`config.mk`:
```
export PLATFORM = sky130hd
export DESIGN_NAME = fpu_vec_sequencer_flat
export DESIGN_NICKNAME = d
export VERILOG_FILES = /design/src/rtl/fpu_pkg.sv /design/src/rtl/fpu_vec_sequencer_if.sv /design/src/rtl/fpu_seq_watchdog.sv /design/src/rtl/fpu_vec_sequencer.sv /design/src/flat_wrapper.sv
export SDC_FILE = /design/constraint.sdc
export NUM_CORES = 2
export LEC_CHECK = 0
export CORE_MARGIN = 5
export CORE_UTILIZATION = 30
export CTS_BUF_LIST = sky130_fd_sc_hd__clkbuf_8 sky130_fd_sc_hd__clkbuf_16
export DETAILED_ROUTE_END_ITERATION = 12
export PLACE_DENSITY_LB_ADDON = 0.3
export SETUP_SLACK_MARGIN = 0.02
export SLEW_MARGIN = 10
export SYNTH_ARGS = -nofsm -noshare
export SYNTH_HDL_FRONTEND = slang
export SYNTH_HIERARCHICAL = 1
export SYNTH_SLANG_ARGS = --single-unit
```
`constraint.sdc`:
```
create_clock -name CLK -period 5.46 [get_ports CLK]
set_clock_uncertainty 0.1 [all_clocks]
set_input_delay 1.092 -clock CLK [delete_from_list [all_inputs] [get_ports CLK]]
set_output_delay 1.092 -clock CLK [all_outputs]
set_load 0.02 [all_outputs]
```
`src/rtl/fpu_pkg.sv`:
```
// Shared types and FPU latency constants for the vector FPU sequencer.
package fpu_pkg;

  typedef enum logic [1:0] {
    ADD = 2'b00,
    SUB = 2'b01,
    DIV = 2'b10,
    MUL = 2'b11
  } fpu_op_t;

  typedef enum logic [1:0] {
    IDLE,
    RUN,
    GAP,
    DONE
  } fpu_seq_state_t;

  localparam int unsigned FPU_LAT_ASM = 2;
  localparam int unsigned FPU_LAT_DIV = 17;

endpackage

```
`src/rtl/fpu_vec_sequencer_if.sv`:
```
// Issue-side and FPU-side signal bundle of the vector FPU sequencer.
interface fpu_vec_sequencer_if #(
   parameter int unsigned LANES = 8,
   parameter int unsigned LW    = $clog2(LANES + 1)
);
   import fpu_pkg::*;

   logic                  start;
   fpu_op_t               op;
   logic [LW-1:0]         vlen;
   logic [32*LANES-1:0]   vec_a;
   logic [32*LANES-1:0]   vec_b;
   logic                  busy;
   logic                  done;
   logic                  err;
   logic [32*LANES-1:0]   vec_o;
   logic                  fpu_enable;
   fpu_op_t               fpu_opcode;
   logic [31:0]           fpu_a;
   logic [31:0]           fpu_b;
   logic                  fpu_ready;
   logic [31:0]           fpu_o;

   modport master (
      input  start, op, vlen, vec_a, vec_b, fpu_ready, fpu_o,
      output busy, done, err, vec_o, fpu_enable, fpu_opcode, fpu_a, fpu_b
   );

   modport slave (
      output start, op, vlen, vec_a, vec_b, fpu_ready, fpu_o,
      input  busy, done, err, vec_o, fpu_enable, fpu_opcode, fpu_a, fpu_b
   );

endinterface

```
`src/rtl/fpu_seq_watchdog.sv`:
```
// Loadable up-counter with clear and enable; flags terminal count TIMEOUT-1.
module fpu_seq_watchdog #(
   parameter int unsigned TIMEOUT = 64,
   parameter int unsigned CW      = (TIMEOUT > 1) ? $clog2(TIMEOUT) : 1
) (
   input  logic          CLK,
   input  logic          reset,
   input  logic          clear,
   input  logic          load,
   input  logic [CW-1:0] load_val,
   input  logic          enable,
   output logic          tc
);

   logic [CW-1:0] cnt_q;

   assign tc = (cnt_q == CW'(TIMEOUT - 1));

   // Saturates at terminal count so tc stays asserted until cleared or reloaded.
   always_ff @(posedge CLK or negedge reset) begin
      if (!reset) begin
         cnt_q <= '0;
      end else if (clear) begin
         cnt_q <= '0;
      end else if (load) begin
         cnt_q <= load_val;
      end else if (enable && !tc) begin
         cnt_q <= cnt_q + CW'(1);
      end
   end

endmodule

```
`src/rtl/fpu_vec_sequencer.sv`:
```
// Walks a latched operand vector pair through the shared scalar FPU one element at a time.
module fpu_vec_sequencer
   import fpu_pkg::*;
#(
   parameter int unsigned LANES   = 8,
   parameter int unsigned TIMEOUT = 64,
   parameter int unsigned LW      = $clog2(LANES + 1)
) (
   input logic                  CLK,
   input logic                  reset,
   fpu_vec_sequencer_if.master  bus
);

   localparam int unsigned IW = (LANES > 1) ? $clog2(LANES) : 1;
   localparam int unsigned CW = (TIMEOUT > 1) ? $clog2(TIMEOUT) : 1;

   typedef logic [LANES-1:0][31:0] vec_t;

   fpu_seq_state_t state_q, state_d;
   logic [IW-1:0]  idx_q, idx_d;
   logic [LW-1:0]  len_q, len_d, len_sat;
   fpu_op_t        op_q, op_d;
   vec_t           a_q, a_d, b_q, b_d, res_q, res_d;
   logic           err_q, err_d, done_q, done_d, busy_q, busy_d, en_q, en_d;
   logic [31:0]    fa_q, fa_d, fb_q, fb_d;
   logic           accept, last, wd_tc;

   assign len_sat = (bus.vlen > LW'(LANES)) ? LW'(LANES) : bus.vlen;
   assign accept  = (state_q == IDLE) && bus.start;
   assign last    = (LW'(idx_q) == len_q - LW'(1));

   fpu_seq_watchdog #(
      .TIMEOUT (TIMEOUT)
   ) u_watchdog (
      .CLK      (CLK),
      .reset    (reset),
      .clear    ((state_q == RUN) && bus.fpu_ready),
      .load     (accept),
      .load_val (CW'(0)),
      .enable   (state_q == RUN),
      .tc       (wd_tc)
   );

   always_comb begin
      state_d = state_q;
      idx_d   = idx_q;
      len_d   = len_q;
      op_d    = op_q;
      a_d     = a_q;
      b_d     = b_q;
      res_d   = res_q;
      err_d   = err_q;
      done_d  = 1'b0;
      busy_d  = busy_q;
      en_d    = en_q;
      fa_d    = fa_q;
      fb_d    = fb_q;
      unique case (state_q)
         IDLE: begin
            if (bus.start) begin
               op_d   = bus.op;
               a_d    = vec_t'(bus.vec_a);
               b_d    = vec_t'(bus.vec_b);
               len_d  = len_sat;
               res_d  = '0;
               idx_d  = '0;
               err_d  = 1'b0;
               busy_d = 1'b1;
               if (len_sat == '0) begin
                  state_d = DONE;
                  done_d  = 1'b1;
               end else begin
                  state_d = RUN;
                  en_d    = 1'b1;
                  fa_d    = bus.vec_a[31:0];
                  fb_d    = bus.vec_b[31:0];
               end
            end
         end
         RUN: begin
            if (bus.fpu_ready) begin
               res_d[idx_q] = bus.fpu_o;
               en_d         = 1'b0;
               if (last) begin
                  state_d = DONE;
                  done_d  = 1'b1;
               end else begin
                  idx_d   = idx_q + IW'(1);
                  state_d = GAP;
               end
            end else if (wd_tc) begin
               err_d   = 1'b1;
               en_d    = 1'b0;
               state_d = DONE;
               done_d  = 1'b1;
            end
         end
         // Enable low for one cycle clears the FPU's latency counter between elements.
         GAP: begin
            state_d = RUN;
            en_d    = 1'b1;
            fa_d    = a_q[idx_q];
            fb_d    = b_q[idx_q];
         end
         DONE: begin
            state_d = IDLE;
            busy_d  = 1'b0;
         end
         default: state_d = IDLE;
      endcase
   end

   always_ff @(posedge CLK or negedge reset) begin
      if (!reset) begin
         state_q <= IDLE;
         idx_q   <= '0;
         len_q   <= '0;
         op_q    <= ADD;
         a_q     <= '0;
         b_q     <= '0;
         res_q   <= '0;
         err_q   <= 1'b0;
         done_q  <= 1'b0;
         busy_q  <= 1'b0;
         en_q    <= 1'b0;
         fa_q    <= '0;
         fb_q    <= '0;
      end else begin
         state_q <= state_d;
         idx_q   <= idx_d;
         len_q   <= len_d;
         op_q    <= op_d;
         a_q     <= a_d;
         b_q     <= b_d;
         res_q   <= res_d;
         err_q   <= err_d;
         done_q  <= done_d;
         busy_q  <= busy_d;
         en_q    <= en_d;
         fa_q    <= fa_d;
         fb_q    <= fb_d;
      end
   end

   assign bus.busy       = busy_q;
   assign bus.done       = done_q;
   assign bus.err        = err_q;
   assign bus.vec_o      = res_q;
   assign bus.fpu_enable = en_q;
   assign bus.fpu_opcode = op_q;
   assign bus.fpu_a      = fa_q;
   assign bus.fpu_b      = fb_q;

endmodule

```
`src/flat_wrapper.sv`:
```
// flat-port wrapper written by rule: the top's interface ports become plain ports
module fpu_vec_sequencer_flat import fpu_pkg::*;
#(
   parameter int unsigned LANES   = 8,
   parameter int unsigned TIMEOUT = 64,
   parameter int unsigned LW      = $clog2(LANES + 1)
)
  (CLK, reset, bus_start, bus_op, bus_vlen, bus_vec_a, bus_vec_b, bus_fpu_ready, bus_fpu_o, bus_busy, bus_done, bus_err, bus_vec_o, bus_fpu_enable, bus_fpu_opcode, bus_fpu_a, bus_fpu_b);
  fpu_vec_sequencer_if #(.LANES(LANES), .LW(LW)) bus_i ();
  input logic CLK;
  input logic reset;
  input wire logic [$bits(bus_i.start)-1:0] bus_start;
  input wire logic [$bits(bus_i.op)-1:0] bus_op;
  input wire logic [$bits(bus_i.vlen)-1:0] bus_vlen;
  input wire logic [$bits(bus_i.vec_a)-1:0] bus_vec_a;
  input wire logic [$bits(bus_i.vec_b)-1:0] bus_vec_b;
  input wire logic [$bits(bus_i.fpu_ready)-1:0] bus_fpu_ready;
  input wire logic [$bits(bus_i.fpu_o)-1:0] bus_fpu_o;
  output wire logic [$bits(bus_i.busy)-1:0] bus_busy;
  output wire logic [$bits(bus_i.done)-1:0] bus_done;
  output wire logic [$bits(bus_i.err)-1:0] bus_err;
  output wire logic [$bits(bus_i.vec_o)-1:0] bus_vec_o;
  output wire logic [$bits(bus_i.fpu_enable)-1:0] bus_fpu_enable;
  output wire logic [$bits(bus_i.fpu_opcode)-1:0] bus_fpu_opcode;
  output wire logic [$bits(bus_i.fpu_a)-1:0] bus_fpu_a;
  output wire logic [$bits(bus_i.fpu_b)-1:0] bus_fpu_b;
  assign bus_i.start = bus_start;
  assign bus_i.op = bus_op;
  assign bus_i.vlen = bus_vlen;
  assign bus_i.vec_a = bus_vec_a;
  assign bus_i.vec_b = bus_vec_b;
  assign bus_i.fpu_ready = bus_fpu_ready;
  assign bus_i.fpu_o = bus_fpu_o;
  assign bus_busy = bus_i.busy;
  assign bus_done = bus_i.done;
  assign bus_err = bus_i.err;
  assign bus_vec_o = bus_i.vec_o;
  assign bus_fpu_enable = bus_i.fpu_enable;
  assign bus_fpu_opcode = bus_i.fpu_opcode;
  assign bus_fpu_a = bus_i.fpu_a;
  assign bus_fpu_b = bus_i.fpu_b;
  fpu_vec_sequencer #(.LANES(LANES), .TIMEOUT(TIMEOUT), .LW(LW)) u_core (.CLK(CLK), .reset(reset), .bus(bus_i));
endmodule
```
==> impl_table.tex <==
\begin{tabular}{lr}
\hline
Metric & Value \\
\hline
\multicolumn{2}{l}{\textbf{CTS}} \\
\quad Postcts setup bufs & 0 \\
\quad \# resized after CTS & 0 \\
\quad H-tree lvl count & 3 \\
\quad Number of hold buffers added after cts & 0 \\
\quad Number of buffers added by the clock tree synthesis step & 95 \\
\quad Buffer depth of the longest clock path & 3 \\
\quad Number of sinks on the clock net & 853 \\
\quad Clock slew seen by the registers of the worst setup and hold paths & 0.06 ns \\
\quad Clock insertion delay at the later pin of the skew report & 0.70 ns \\
\quad Buffer cell driving the clock tree root & clkbuf\_16 \\
\quad Clock tree from TritonCTS & done \\
\multicolumn{2}{l}{\textbf{Global route}} \\
\quad Wire length of the first global-routing pass & 228700 microns \\
\quad Vias in the first global route & 32450 \\
\quad Maximum number of pins on one net before global-route repair & 223 \\
\quad Global Route Usage Sum & 24.07\% \\
\quad Total gr overflow & 0 \\
\quad Initial antenna violation count & 21 \\
\multicolumn{2}{l}{\textbf{Power}} \\
\quad Leakage dissipation & 22.97 nW \\
\quad Maximum VDD drop & 275.9 uV \\
\quad Areal power density over the cells & 556.7 nW/um\^{}2 \\
\multicolumn{2}{l}{\textbf{Critical path}} \\
\quad Crit path required time & 5.96 ns \\
\quad Reg2Reg Depth & 5 \\
\quad Kind of launch point of the worst setup path & register \\
\quad CP Max Fanout & 30 \\
\quad Type of destination of the critical path & register \\
\quad WP data arrival & 3.91 ns \\
\quad Critical path class & reg2reg \\
\multicolumn{2}{l}{\textbf{Timing}} \\
\quad Final Hold Vio Count & 0 \\
\quad Post-Route Hold Slack & 0.3395 ns \\
\quad Slew headroom & 13.80\% \\
\quad Minimum clock period after layout & 3.409 ns \\
\quad Count of endpoints failing setup in the final report & 0 \\
\quad Max frequency & 293.3 MHz \\
\quad Period utilization & 62.44\% \\
\quad Slew Limit Fails & 0 \\
\quad Unrepaired setup endpoints after global routing & no \\
\quad Worst-case setup margin in the final layout & 2.051 ns \\
\quad Measured slew at the worst slew-check pin & 1.293 ns \\
\quad Setup Total Neg Slack & 0 ns \\
\multicolumn{2}{l}{\textbf{Drt}} \\
\quad Via count & 32080 \\
\quad Routed wirelength normalized by instance count & 25.77 microns \\
\quad First-pass detailed-route iteration total & 5 \\
\quad Via count normalized by instance count & 5.169 \\
\quad Antenna Nets Post-Route & 0 \\
\quad Final routed DRC violation total & 0 \\
\quad Detailed Route WL & 160000 microns \\
\quad Initial drt markers & 2975 \\
\multicolumn{2}{l}{\textbf{Yosys}} \\
\quad Share of the yosys chip area belonging to registers & 58.49\% \\
\quad Mean instance size in the synthesized netlist & 9.827 sq um \\
\quad Share of flip-flops with an asynchronous set or reset & 100.0\% \\
\quad Number of enable flip-flop cells after synthesis & 0 \\
\quad Primary flip-flop cell chosen by synthesis mapping & dfrtp\_1 \\
\quad Cell area after synthesis & 36500 sq um \\
\quad Flop and latch count out of synthesis & 853 \\
\quad Yosys warns & 6 \\
\quad Cell count after synthesis & 3714 \\
\quad Number of unique standard cell types used by synthesis & 72 \\
\multicolumn{2}{l}{\textbf{Placed design}} \\
\quad Number of buffers inserted by port buffering & 879 \\
\quad Worst setup slack before clock tree synthesis & 1.484 ns \\
\quad DP HPWL & 111200 microns \\
\quad RePlAce Congestion & 0.8325 \\
\multicolumn{2}{l}{\textbf{Flow run}} \\
\quad Max-cap viol count & 0 \\
\multicolumn{2}{l}{\textbf{Floorplan}} \\
\quad Die outline area & 128700 sq um \\
\quad Row count & 128 \\
\quad Width of the chip & 358.8 microns \\
\quad Die H & 358.8 microns \\
\quad Initial cell density of the core & 30.06\% \\
\quad Io pins & 880 \\
\quad Core Box Area & 121400 sq um \\
\multicolumn{2}{l}{\textbf{Layout}} \\
\quad Leading cell types in the layout, fill and taps excluded & nand2\_1 (1642), clkdlybuf4s50\_1 (878), dfrtp\_1 (848) \\
\quad Final Util & 41.45\% \\
\quad Commonest non-fill, non-tap cell in the layout & nand2\_1 \\
\quad Flip-flop and latch area & 21360 sq um \\
\quad Number of nets in the layout & 5050 \\
\quad Synth-to-Final Area Change & 37.88\% \\
\quad Ratio of cells with drive above 1 in the final layout & 8.590\% \\
\quad Number of fill cells in the layout & 11950 \\
\quad Area used by multi-input combinational logic & 14020 sq um \\
\multicolumn{2}{l}{\textbf{Run status}} \\
\quad Run status & finished, final reports clean \\
\multicolumn{2}{l}{\textbf{Worst hold path}} \\
\quad Hold/Removal Path Class & in2async \\
\hline
\end{tabular}
-- logic make-up after synthesis --
family / share of synthesized area (%)
compound gates: 14.05
xor+xnor: 0.1371
fa+ha+maj: 0.1029
buf+inv: 3.733
flops: 58.49
mux: 4.529
other cells: 0.01028
simple gates: 18.95
-- stage by stage --
stage	cell area (sq um)	power [mW]	cells
6_report	50320	28.01	6207
5_1_grt	50300	29.60	6201
4_1_cts	50300	28.23	6200
3_5_place_dp	46990	21.38	6021
3_3_place_gp	46960	21.18	6020
2_1_floorplan	36520	16.26	3719
-- critical path, cell delays in order, from the launching register on --
cell       delay, ns
dfrtp_2         0.65
nand2b_2        0.69
nor2_4          0.96
buf_4           0.30
nand2_1         0.31
o2bb2ai_1       0.28
-- layout make-up --
type                    count  area share, %
flip-flops and latches    853          42.45
multi-input cells        2579          27.87
repair buffers            950          18.89
clock buffers             111          5.184
well taps                1625          4.041
clock inverters            68          1.407
inverters                  14         0.1218
diodes                      7        0.03481
-- state kept, by name, indices dropped and copies added, names as in the netlist, 2 cells and up --
register,count
u_core/a_q,256
u_core/u_watchdog/cnt_q,6
u_core/bus.fpu_opcode,2
u_core/len_q,4
u_core/b_q,256
u_core/bus.fpu_a,32
u_core/bus.vec_o,256
u_core/bus.fpu_b,32
u_core/idx_q,3
u_core/state_q,2
-- power by group --
| group | total [mW] | internal, mW | switching [mW] |
|---|---|---|---|
| sequential | 10.5 | 8.83 | 1.67 |
| combinational | 10.8 | 4.18 | 6.57 |
| clock | 6.76 | 3.92 | 2.84 |
| total | 28.0 | 16.9 | 11.1 |
-- worst paths after layout --
kind	from	to	slack (ns)
max	u_core/state_q[1]	u_core/bus.vec_o[99]	2.05
min	reset	u_core/b_q[187]	0.34
max reg2reg	u_core/state_q[1]	u_core/bus.vec_o[99]	2.05
min reg2reg	u_core/a_q[15]	u_core/a_q[15]	0.37
max in group asynchronous	reset	u_core/state_q[1]	3.60
min in group CLK	u_core/a_q[15]	u_core/a_q[15]	0.37
-- cells in the mapped netlist, types with 4 or more instances --
cell	number	area (sq um)
a211oi_1	17	127.6
a21oi_1	47	235.2
a221o_1	48	480.5
a221oi_1	69	604.3
a22o_1	32	280.3
a22oi_1	14	105.1
a2bb2oi_1	6	52.55
a31oi_1	6	37.54
and2_1	7	43.79
and3_1	5	31.28
buf_1	10	37.54
buf_2	164	820.8
buf_4	9	67.56
buf_6	6	67.56
clkbuf_1	83	311.6
dfrtp_1	853	21350
inv_1	10	37.54
mux2_2	100	1126
mux2i_1	29	290.3
mux4_2	10	225.2
nand2_1	1643	6167
nand2b_1	5	31.28
nand3b_1	4	30.03
nor2_1	47	176.4
nor2b_1	9	56.30
nor3_1	15	75.07
nor4_1	11	68.82
o21a_1	6	45.04
o21ai_0	90	450.4
o21ai_1	14	70.07
o21bai_1	10	75.07
o2bb2ai_1	273	2391
or2_2	5	31.28
-- metal layers --
layer  share of wire (%)  GRT usage, %  vias up
li1                    -             -    14160
met1                  41         31.69    16080
met2                  46         38.86     1529
met3                 8.8         6.057      286
met4                 3.7         8.109       24
met5               0.091             0        -
(Power assumes the default switching activity.)
